[src/rtl/nes_pad_responder.sv]
// NES controller emulator: answers the console's latch/clock protocol with the
// active-low serial button stream, from a 50 MHz system clock.
module nes_pad_responder #(
  parameter int unsigned SYNC_STAGES    = 2,
  parameter int unsigned TIMEOUT_CYCLES = 50000
) (
  input  logic       i_clk50,
  input  logic       i_rst,
  input  logic [7:0] i_buttons,
  input  logic       i_pad_latch,
  input  logic       i_pad_clk,
  output logic       o_pad_data,
  output logic       o_frame_done,
  output logic       o_active
);

  localparam int unsigned TmoW = $clog2(TIMEOUT_CYCLES + 1);
  localparam logic [TmoW-1:0] TmoLast = TmoW'(TIMEOUT_CYCLES - 1);

  typedef enum logic [1:0] {StIdle, StLoad, StShift, StDone} state_e;

  logic [SYNC_STAGES-1:0] latch_sync_q, clk_sync_q;
  logic                   clk_prev_q;
  logic                   latch_s, clk_s, shift_ev;

  state_e          state_q, state_d;
  logic [7:0]      sr_q, sr_d;
  logic [3:0]      cnt_q, cnt_d;
  logic [TmoW-1:0] tmo_q, tmo_d;
  logic            pad_q, pad_d;
  logic            done_q, done_d;

  // Synchronizers reset to the pins' idle levels so release causes no false edge.
  always_ff @(posedge i_clk50) begin
    if (i_rst) begin
      latch_sync_q <= '0;
      clk_sync_q   <= '1;
      clk_prev_q   <= 1'b1;
    end else begin
      latch_sync_q <= {latch_sync_q[SYNC_STAGES-2:0], i_pad_latch};
      clk_sync_q   <= {clk_sync_q[SYNC_STAGES-2:0], i_pad_clk};
      clk_prev_q   <= clk_s;
    end
  end

  assign latch_s  = latch_sync_q[SYNC_STAGES-1];
  assign clk_s    = clk_sync_q[SYNC_STAGES-1];
  assign shift_ev = clk_s & ~clk_prev_q;

  always_comb begin
    state_d = state_q;
    sr_d    = sr_q;
    cnt_d   = cnt_q;
    tmo_d   = tmo_q;
    done_d  = 1'b0;
    // Latch has priority in every state, so a coincident shift is dropped.
    if (latch_s) begin
      state_d = StLoad;
      sr_d    = ~i_buttons;
      cnt_d   = 4'd0;
      tmo_d   = '0;
    end else begin
      case (state_q)
        StIdle: ;
        StLoad: begin
          state_d = StShift;
          tmo_d   = '0;
        end
        StShift: begin
          if (shift_ev) begin
            sr_d  = {1'b0, sr_q[7:1]};
            cnt_d = cnt_q + 4'd1;
            tmo_d = '0;
            if (cnt_q == 4'd7) begin
              state_d = StDone;
              done_d  = 1'b1;
            end
          end else if (tmo_q == TmoLast) begin
            state_d = StIdle;
          end else begin
            tmo_d = tmo_q + 1'b1;
          end
        end
        StDone: ;
        default: state_d = StIdle;
      endcase
    end
  end

  // Output bit is registered from the updated shift register, adding one cycle.
  always_comb begin
    pad_d = 1'b1;
    case (state_q)
      StIdle:  pad_d = 1'b1;
      StLoad:  pad_d = sr_q[0];
      StShift: pad_d = sr_q[0];
      StDone:  pad_d = 1'b0;
      default: pad_d = 1'b1;
    endcase
  end

  always_ff @(posedge i_clk50) begin
    if (i_rst) begin
      state_q <= StIdle;
      sr_q    <= 8'hFF;
      cnt_q   <= 4'd0;
      tmo_q   <= '0;
      pad_q   <= 1'b1;
      done_q  <= 1'b0;
    end else begin
      state_q <= state_d;
      sr_q    <= sr_d;
      cnt_q   <= cnt_d;
      tmo_q   <= tmo_d;
      pad_q   <= pad_d;
      done_q  <= done_d;
    end
  end

  assign o_pad_data   = pad_q;
  assign o_frame_done = done_q;
  assign o_active     = (state_q == StLoad) || (state_q == StShift);

endmodule

[config.mk]
export PLATFORM = sky130hd
export DESIGN_NAME = nes_pad_responder
export DESIGN_NICKNAME = d
export VERILOG_FILES = /design/src/rtl/nes_pad_responder.sv
export SDC_FILE = /design/constraint.sdc
export NUM_CORES = 1
export LEC_CHECK = 0
export ABC_AREA = 0
export CORE_AREA = 2 2 59 61
export DETAILED_ROUTE_END_ITERATION = 12
export DIE_AREA = 0 0 61 63
export HOLD_SLACK_MARGIN = 0.02
export PLACE_DENSITY = 0.87
export REMOVE_ABC_BUFFERS = 1
export SYNTH_ARGS = -nofsm -noshare
export SYNTH_HDL_FRONTEND = slang
export SYNTH_SLANG_ARGS = --single-unit
[constraint.sdc]
create_clock -name i_clk50 -period 3.05 [get_ports i_clk50]
set_input_delay 0.61 -clock i_clk50 [delete_from_list [all_inputs] [get_ports i_clk50]]
set_output_delay 0.61 -clock i_clk50 [all_outputs]
set_load 0.05 [all_outputs]
Yosys cells after proc, flatten, opt, wreduce, memory -nomap -nowiden

Index checks and enable logic that the tools add are counted.

Bits in registers: 37
Latch bits: 0
Bits in writable memories: 0
Bits in read-only memories: 0
Input bits: 12
Output and inout port bits: 3
Logic and storage cells: 54
Memories kept: 0

$add $sub $neg: 2
$mul: 0
Divide/modulo/power cells: 0
Order comparisons: 0
Equality and inequality tests: 10
Shift-type cells: 0
Muxes and demuxes: 13
Bitwise operators: 5
Reduce and logical (&&, ||, !) cells: 14

Operator list:

| cell                    | count |
|---|---|
| $mux W16                | 2 |
| $pmux W16 S2            | 1 |
| $mux W8                 | 3 |
| $add A16 B1 Y16 const B | 1 |
| $eq A16 B16 Y1 const B  | 1 |
| $ne A3 B3 Y1 const B    | 3 |
| $ne A4 B4 Y1 const B    | 2 |
| $not A8 Y8              | 1 |
| $mux W2                 | 3 |
| $reduce_and A2 Y1       | 3 |
| $reduce_and A3 Y1       | 2 |
| $reduce_bool A2 Y1      | 3 |
| $add A4 B1 Y4 const B   | 1 |
| $eq A2 B2 Y1 const B    | 2 |
| $eq A4 B3 Y1 const B    | 1 |
| $pmux W2 S2             | 1 |
| $reduce_or A2 Y1        | 2 |
| $reduce_or A4 Y1        | 1 |
| $not A1 Y1              | 3 |
| $pmux W1 S3             | 1 |
| $reduce_bool A3 Y1      | 1 |
| $eq A2 B1 Y1 const B    | 1 |
| $logic_not A2 Y1        | 1 |
| $mux W1                 | 2 |
| 2 further kinds         | 2 |

Logic depth before layout (Yosys ltp)

Depth after elaboration: 5
Mapped depth: 7

Least setup slack after synthesis

Ideal clock, no wire load.

Kind: register -> register
From: register tmo_q[0]
To: register tmo_q[4]
Arrival time: 1.923 ns
Slack: 1.008 ns
Stages on the path, launching flop included: 8
Clock period less this slack: 2.042 ns
Cell sequence: dfxtp_1 ha_1 nand4_1 or4_4 buf_6 buf_6 a211oi_1 nor2_1

Longest elaborated chain between the ends: 4
Elaborated cells between the ends (all ways): 7

RTL lines:

| what                   | RTL line | text |
|---|---|---|
| start, declared        | 29       | `logic [TmoW-1:0] tmo_q, tmo_d;` |
| start signal, assigned | 114      | `tmo_q <= tmo_d;` |
| $add A16 B1 Y16        | 81       | `tmo_d = tmo_q + 1'b1;` |
| $mux W16               | 78       | `end else if (tmo_q == TmoLast) begin` |
| $mux W16               | 70       | `if (shift_ev) begin` |
| $pmux W16 S2           | 63       | `case (state_q)` |

Several ways; a longest one is shown, not always the timed one. The select of a mux whose other input is x is not followed.
A chain may end at the register's enable or synchronous reset.

Worst setup path after layout

From: register state_q[0]
To: output o_active

Longest elaborated chain between the ends: 2
Elaborated cells between the ends (all ways): 3

RTL lines:

| what                                                | RTL line | text |
|---|---|---|
| start, declared                                     | 26       | `state_e state_q, state_d;` |
| start signal, assigned                              | 104      | `state_q <= StIdle;` |
| start signal, assigned                              | 111      | `state_q <= state_d;` |
| $eq A2 B1 Y1 / $eq A2 B2 Y1 (equally long branches) | 122      | `assign o_active = (state_q == StLoad) \|\| (state_q == StShift);` |
| $logic_or A1 B1 Y1 (*)                              | 122      |  |
| end, declared                                       | 14       | `output logic o_active` |

Every way passes the cells marked *; elsewhere a longest branch is shown, timed or not.

==> Implementation_results.wiki <==
{| class="wikitable"
! Metric !! Value
|-
| Combined area of all synthesized cells || 1880 sq um
|-
| Final hold vios || 0
|-
| Average footprint of a synthesized cell || 8.57 sq um
|-
| Required time of the critical path || 2.44 ns
|-
| Area grow syn2layout || 12.3%
|-
| Proportion of layout cells with a drive suffix above 1 || 0.0815
|-
| Share of flip-flops with an asynchronous set or reset after synthesis || 0
|-
| Yosys reg bits || 37
|-
| N_diodes || 0
|-
| Portion of the clock cycle consumed by the worst path in the final layout || 0.843
|-
| Area inside the core boundary || 3230 sq um
|-
| Worst Skew || 0.00890 ns
|-
| Post-Layout Cell Count || 279
|-
| Commonest register cell after synthesis || sky130_fd_sc_hd__dfxtp_1
|-
| Die Ht || 63 um
|-
| Number of nets still failing antenna checks after routing || 0
|-
| Unrepaired setup endpoints after global routing || no
|-
| Num Clock Sinks || 37
|-
| Placement row count || 21
|-
| CP startpoint kind || register
|-
| Total power of the final layout || 0.000874 W
|-
| Net count, final || 249
|-
| Kind of critical path || register to output port
|-
| Minimum hold slack || 0.420 ns
|-
| Power Dens Cells || 415 nW/um^2
|-
| Combined global-route utilization of all metal layers || 0.230
|-
| Number of vias per cell after detailed routing || 5.87
|-
| Number of maximum-capacitance violations || 0
|-
| Switching part of the total power || 0.242
|-
| Post-CTS Setup Bufs || 0
|-
| Die area || 3840 sq um
|-
| Sequential share of power || 0.571
|-
| H-tree Lvls || 2
|-
| Pre-antenna DRT Iters || 4
|-
| Switching power of the nets || 0.000212 W
|-
| CP endpoint kind || output port
|-
| Max clock buf depth || 2
|-
| Seq/Total Area, Yosys || 0.395
|-
| Die X-Extent || 61 um
|-
| Total of buffers placed on input and output ports || 14
|-
| GRT overflow || 0
|-
| CTS tree || yes
|-
| Number of fill cells in the layout || 289
|-
| Arrival time of the worst setup path || 1.96 ns
|-
| Post-synth EDFFs || 0
|-
| RR Startpoint || state_q[0]
|-
| IO Count || 15
|-
| Final setup violation count || 0
|-
| Count of synthesis-stage warnings from yosys || 0
|-
| Final core utilization || 0.652
|-
| Maximum number of pins on one net before global-route repair || 20
|-
| Area share of the leading cell type in the synthesized netlist || 0.395
|-
| Internal power consumption || 0.000662 W
|-
| Minimum clock period || 2.57 ns
|-
| Drt wl/cell || 13.4 um
|-
| Drt drc || 0
|-
| Last weighted congestion value of the routability-driven placer || 0.903
|-
| Highest fanout seen on the critical path || 3
|-
| Count of different cell masters after synthesis || 46
|-
| Worst slew pin tran || 0.571 ns
|-
| Cell count after placement || 271
|-
| Achievable frequency || 0.389 GHz
|-
| Setup TNS || 0 ns
|-
| Class of the tightest hold or removal check || register to register
|-
| First-pass GRT wire length || 6760 um
|-
| Area contributors post-synth || sky130_fd_sc_hd__dfxtp_1 (39%), sky130_fd_sc_hd__nand2_1 (4.8%), sky130_fd_sc_hd__nand2b_1 (4.3%)
|-
| Origin of the worst setup path || state_q[0]
|-
| Clock latency at the later pin of the worst-skew pair || 0.35 ns
|-
| CTS Root Buffer Type || sky130_fd_sc_hd__clkbuf_4
|-
| Largest area contributor in the synthesized netlist || sky130_fd_sc_hd__dfxtp_1
|-
| Number of buffers created by CTS || 5
|-
| Total routed wirelength || 3750 um
|-
| Total count of max-transition violations in the final report || 0
|-
| Number of gates given a new drive strength after cts || 0
|-
| Number of vias after detailed routing || 1637
|-
| Post-CTS Hold Buffers || 0
|-
| Combinational group share of total power || 0.089
|-
| Hold wc startpoint || clk_sync_q[0]
|-
| Half-perimeter wire length of the detailed placement result || 2650 um
|-
| Clock-pin slew on the worst setup and hold paths || 0.10 ns
|-
| Most used standard cells in the synthesized netlist || sky130_fd_sc_hd__dfxtp_1 (37), sky130_fd_sc_hd__nand2_1 (24), sky130_fd_sc_hd__nand2b_1 (13)
|-
| Number of antenna violations at the first check in global routing || 0
|-
| Post-Syn Instances || 219
|-
| Fraction of power consumed by the clock network || 0.339
|-
| Via count of the first global-routing pass || 1533
|-
| Leak || 0.693 nW
|-
| Result of the run || complete, no violations
|-
| Normalized max-slew margin || 0.616
|-
| Most frequently used cell type in the post-synthesis netlist || sky130_fd_sc_hd__dfxtp_1
|-
| Maximum ir drop on the vdd rail || 339 uV
|-
| Initial Util || 0.581
|-
| Initial DRC Count || 133
|}
[metrics by stage]
| stage | area (sq um) | setup WS, ns |
|---|---|---|
| after floorplan | 1820 | 0.669 |
| after global placement | 2040 | 0.561 |
| after detailed placement | 2040 | 0.498 |
| after CTS | 2110 | 0.459 |
| after global routing | 2110 | 0.420 |
| final | 2110 | 0.479 |
[worst max-delay path: stages, from the launching register on]
cell	delay (ns)
sky130_fd_sc_hd__dfxtp_1	0.37
sky130_fd_sc_hd__inv_1	0.07
sky130_fd_sc_hd__ha_1	0.32
sky130_fd_sc_hd__inv_1	0.06
sky130_fd_sc_hd__clkdlybuf4s50_1	0.79
[routing by layer]
layer  GRT usage  routed length, um  up-vias
met2       0.356               1810       54
met4      0.0815                 56        0
met1       0.301               1650      750
met5           0                  0        -
met3      0.0621                233        5
li1            -                  -      828
[placed cells by master, fill, tap and decap left out, drive strengths merged, types with 2 or more instances in the layout]
cell type	synthesis	final
ha	5	5
nand3	11	11
buf	3	2
a21o	3	3
or2	7	7
inv	6	6
or3	2	2
clkbuf	7	7
o21ai	12	12
dfxtp	37	37
clkdlybuf4s50	0	14
or4	3	3
a211oi	2	2
and3	2	2
mux2	7	7
nor2	11	11
a31oi	12	12
nor4	2	2
nand4b	3	3
nand4	9	9
xor2	2	2
nor2b	4	4
a21oi	7	7
nor3	8	8
o311ai	2	2
nand2b	13	13
nand2	24	24
[cell type report]
| cell class | count | area, sq um | area share |
|---|---|---|---|
| repair buffers | 16 | 155 | 0.0736 |
| clock inverters | 1 | 5.00 | 0.00238 |
| well taps | 46 | 57.6 | 0.0273 |
| flip-flops and latches | 37 | 741 | 0.352 |
| inverters | 6 | 22.5 | 0.0107 |
| multi-input cells | 166 | 1060 | 0.504 |
| clock buffers | 7 | 65.1 | 0.0309 |
[logic make-up after synthesis]
kind of cell / Yosys count / share of synthesized area
compound gates: 46 / 0.166
flops: 37 / 0.395
xor+xnor: 3 / 0.0140
mux: 7 / 0.0420
buf+inv: 16 / 0.0400
fa+ha+maj: 5 / 0.0333
simple gates: 105 / 0.310
[path summary, 6_finish.rpt]
path	endpoint	slack, ns	cells past startpoint
max reg2reg	tmo_q[14]	0.70	6
min	clk_sync_q[1]	0.42	1
max	o_active	0.48	4
min reg2reg	clk_sync_q[1]	0.42	1
[power by group through the flow]
stage | sequential (W) | clock, W | combinational [W]
floorplan | 0.000509 | 0 | 0.0000471
finish | 0.000499 | 0.000296 | 0.0000781
CTS | 0.000499 | 0.000303 | 0.0000787
detailed placement | 0.000510 | 0 | 0.0000780
global placement | 0.000510 | 0 | 0.0000761
global route | 0.000501 | 0.000324 | 0.0000874
[state kept, by name, indices dropped and copies added, names as in the netlist]
name and count:
latch_sync_q 2, clk_prev_q 1, state_q 2, sr_q 8, o_frame_done 1, o_pad_data 1, cnt_q 4, tmo_q 16
clk_sync_q 2
Power figures use the tool's default switching activity.
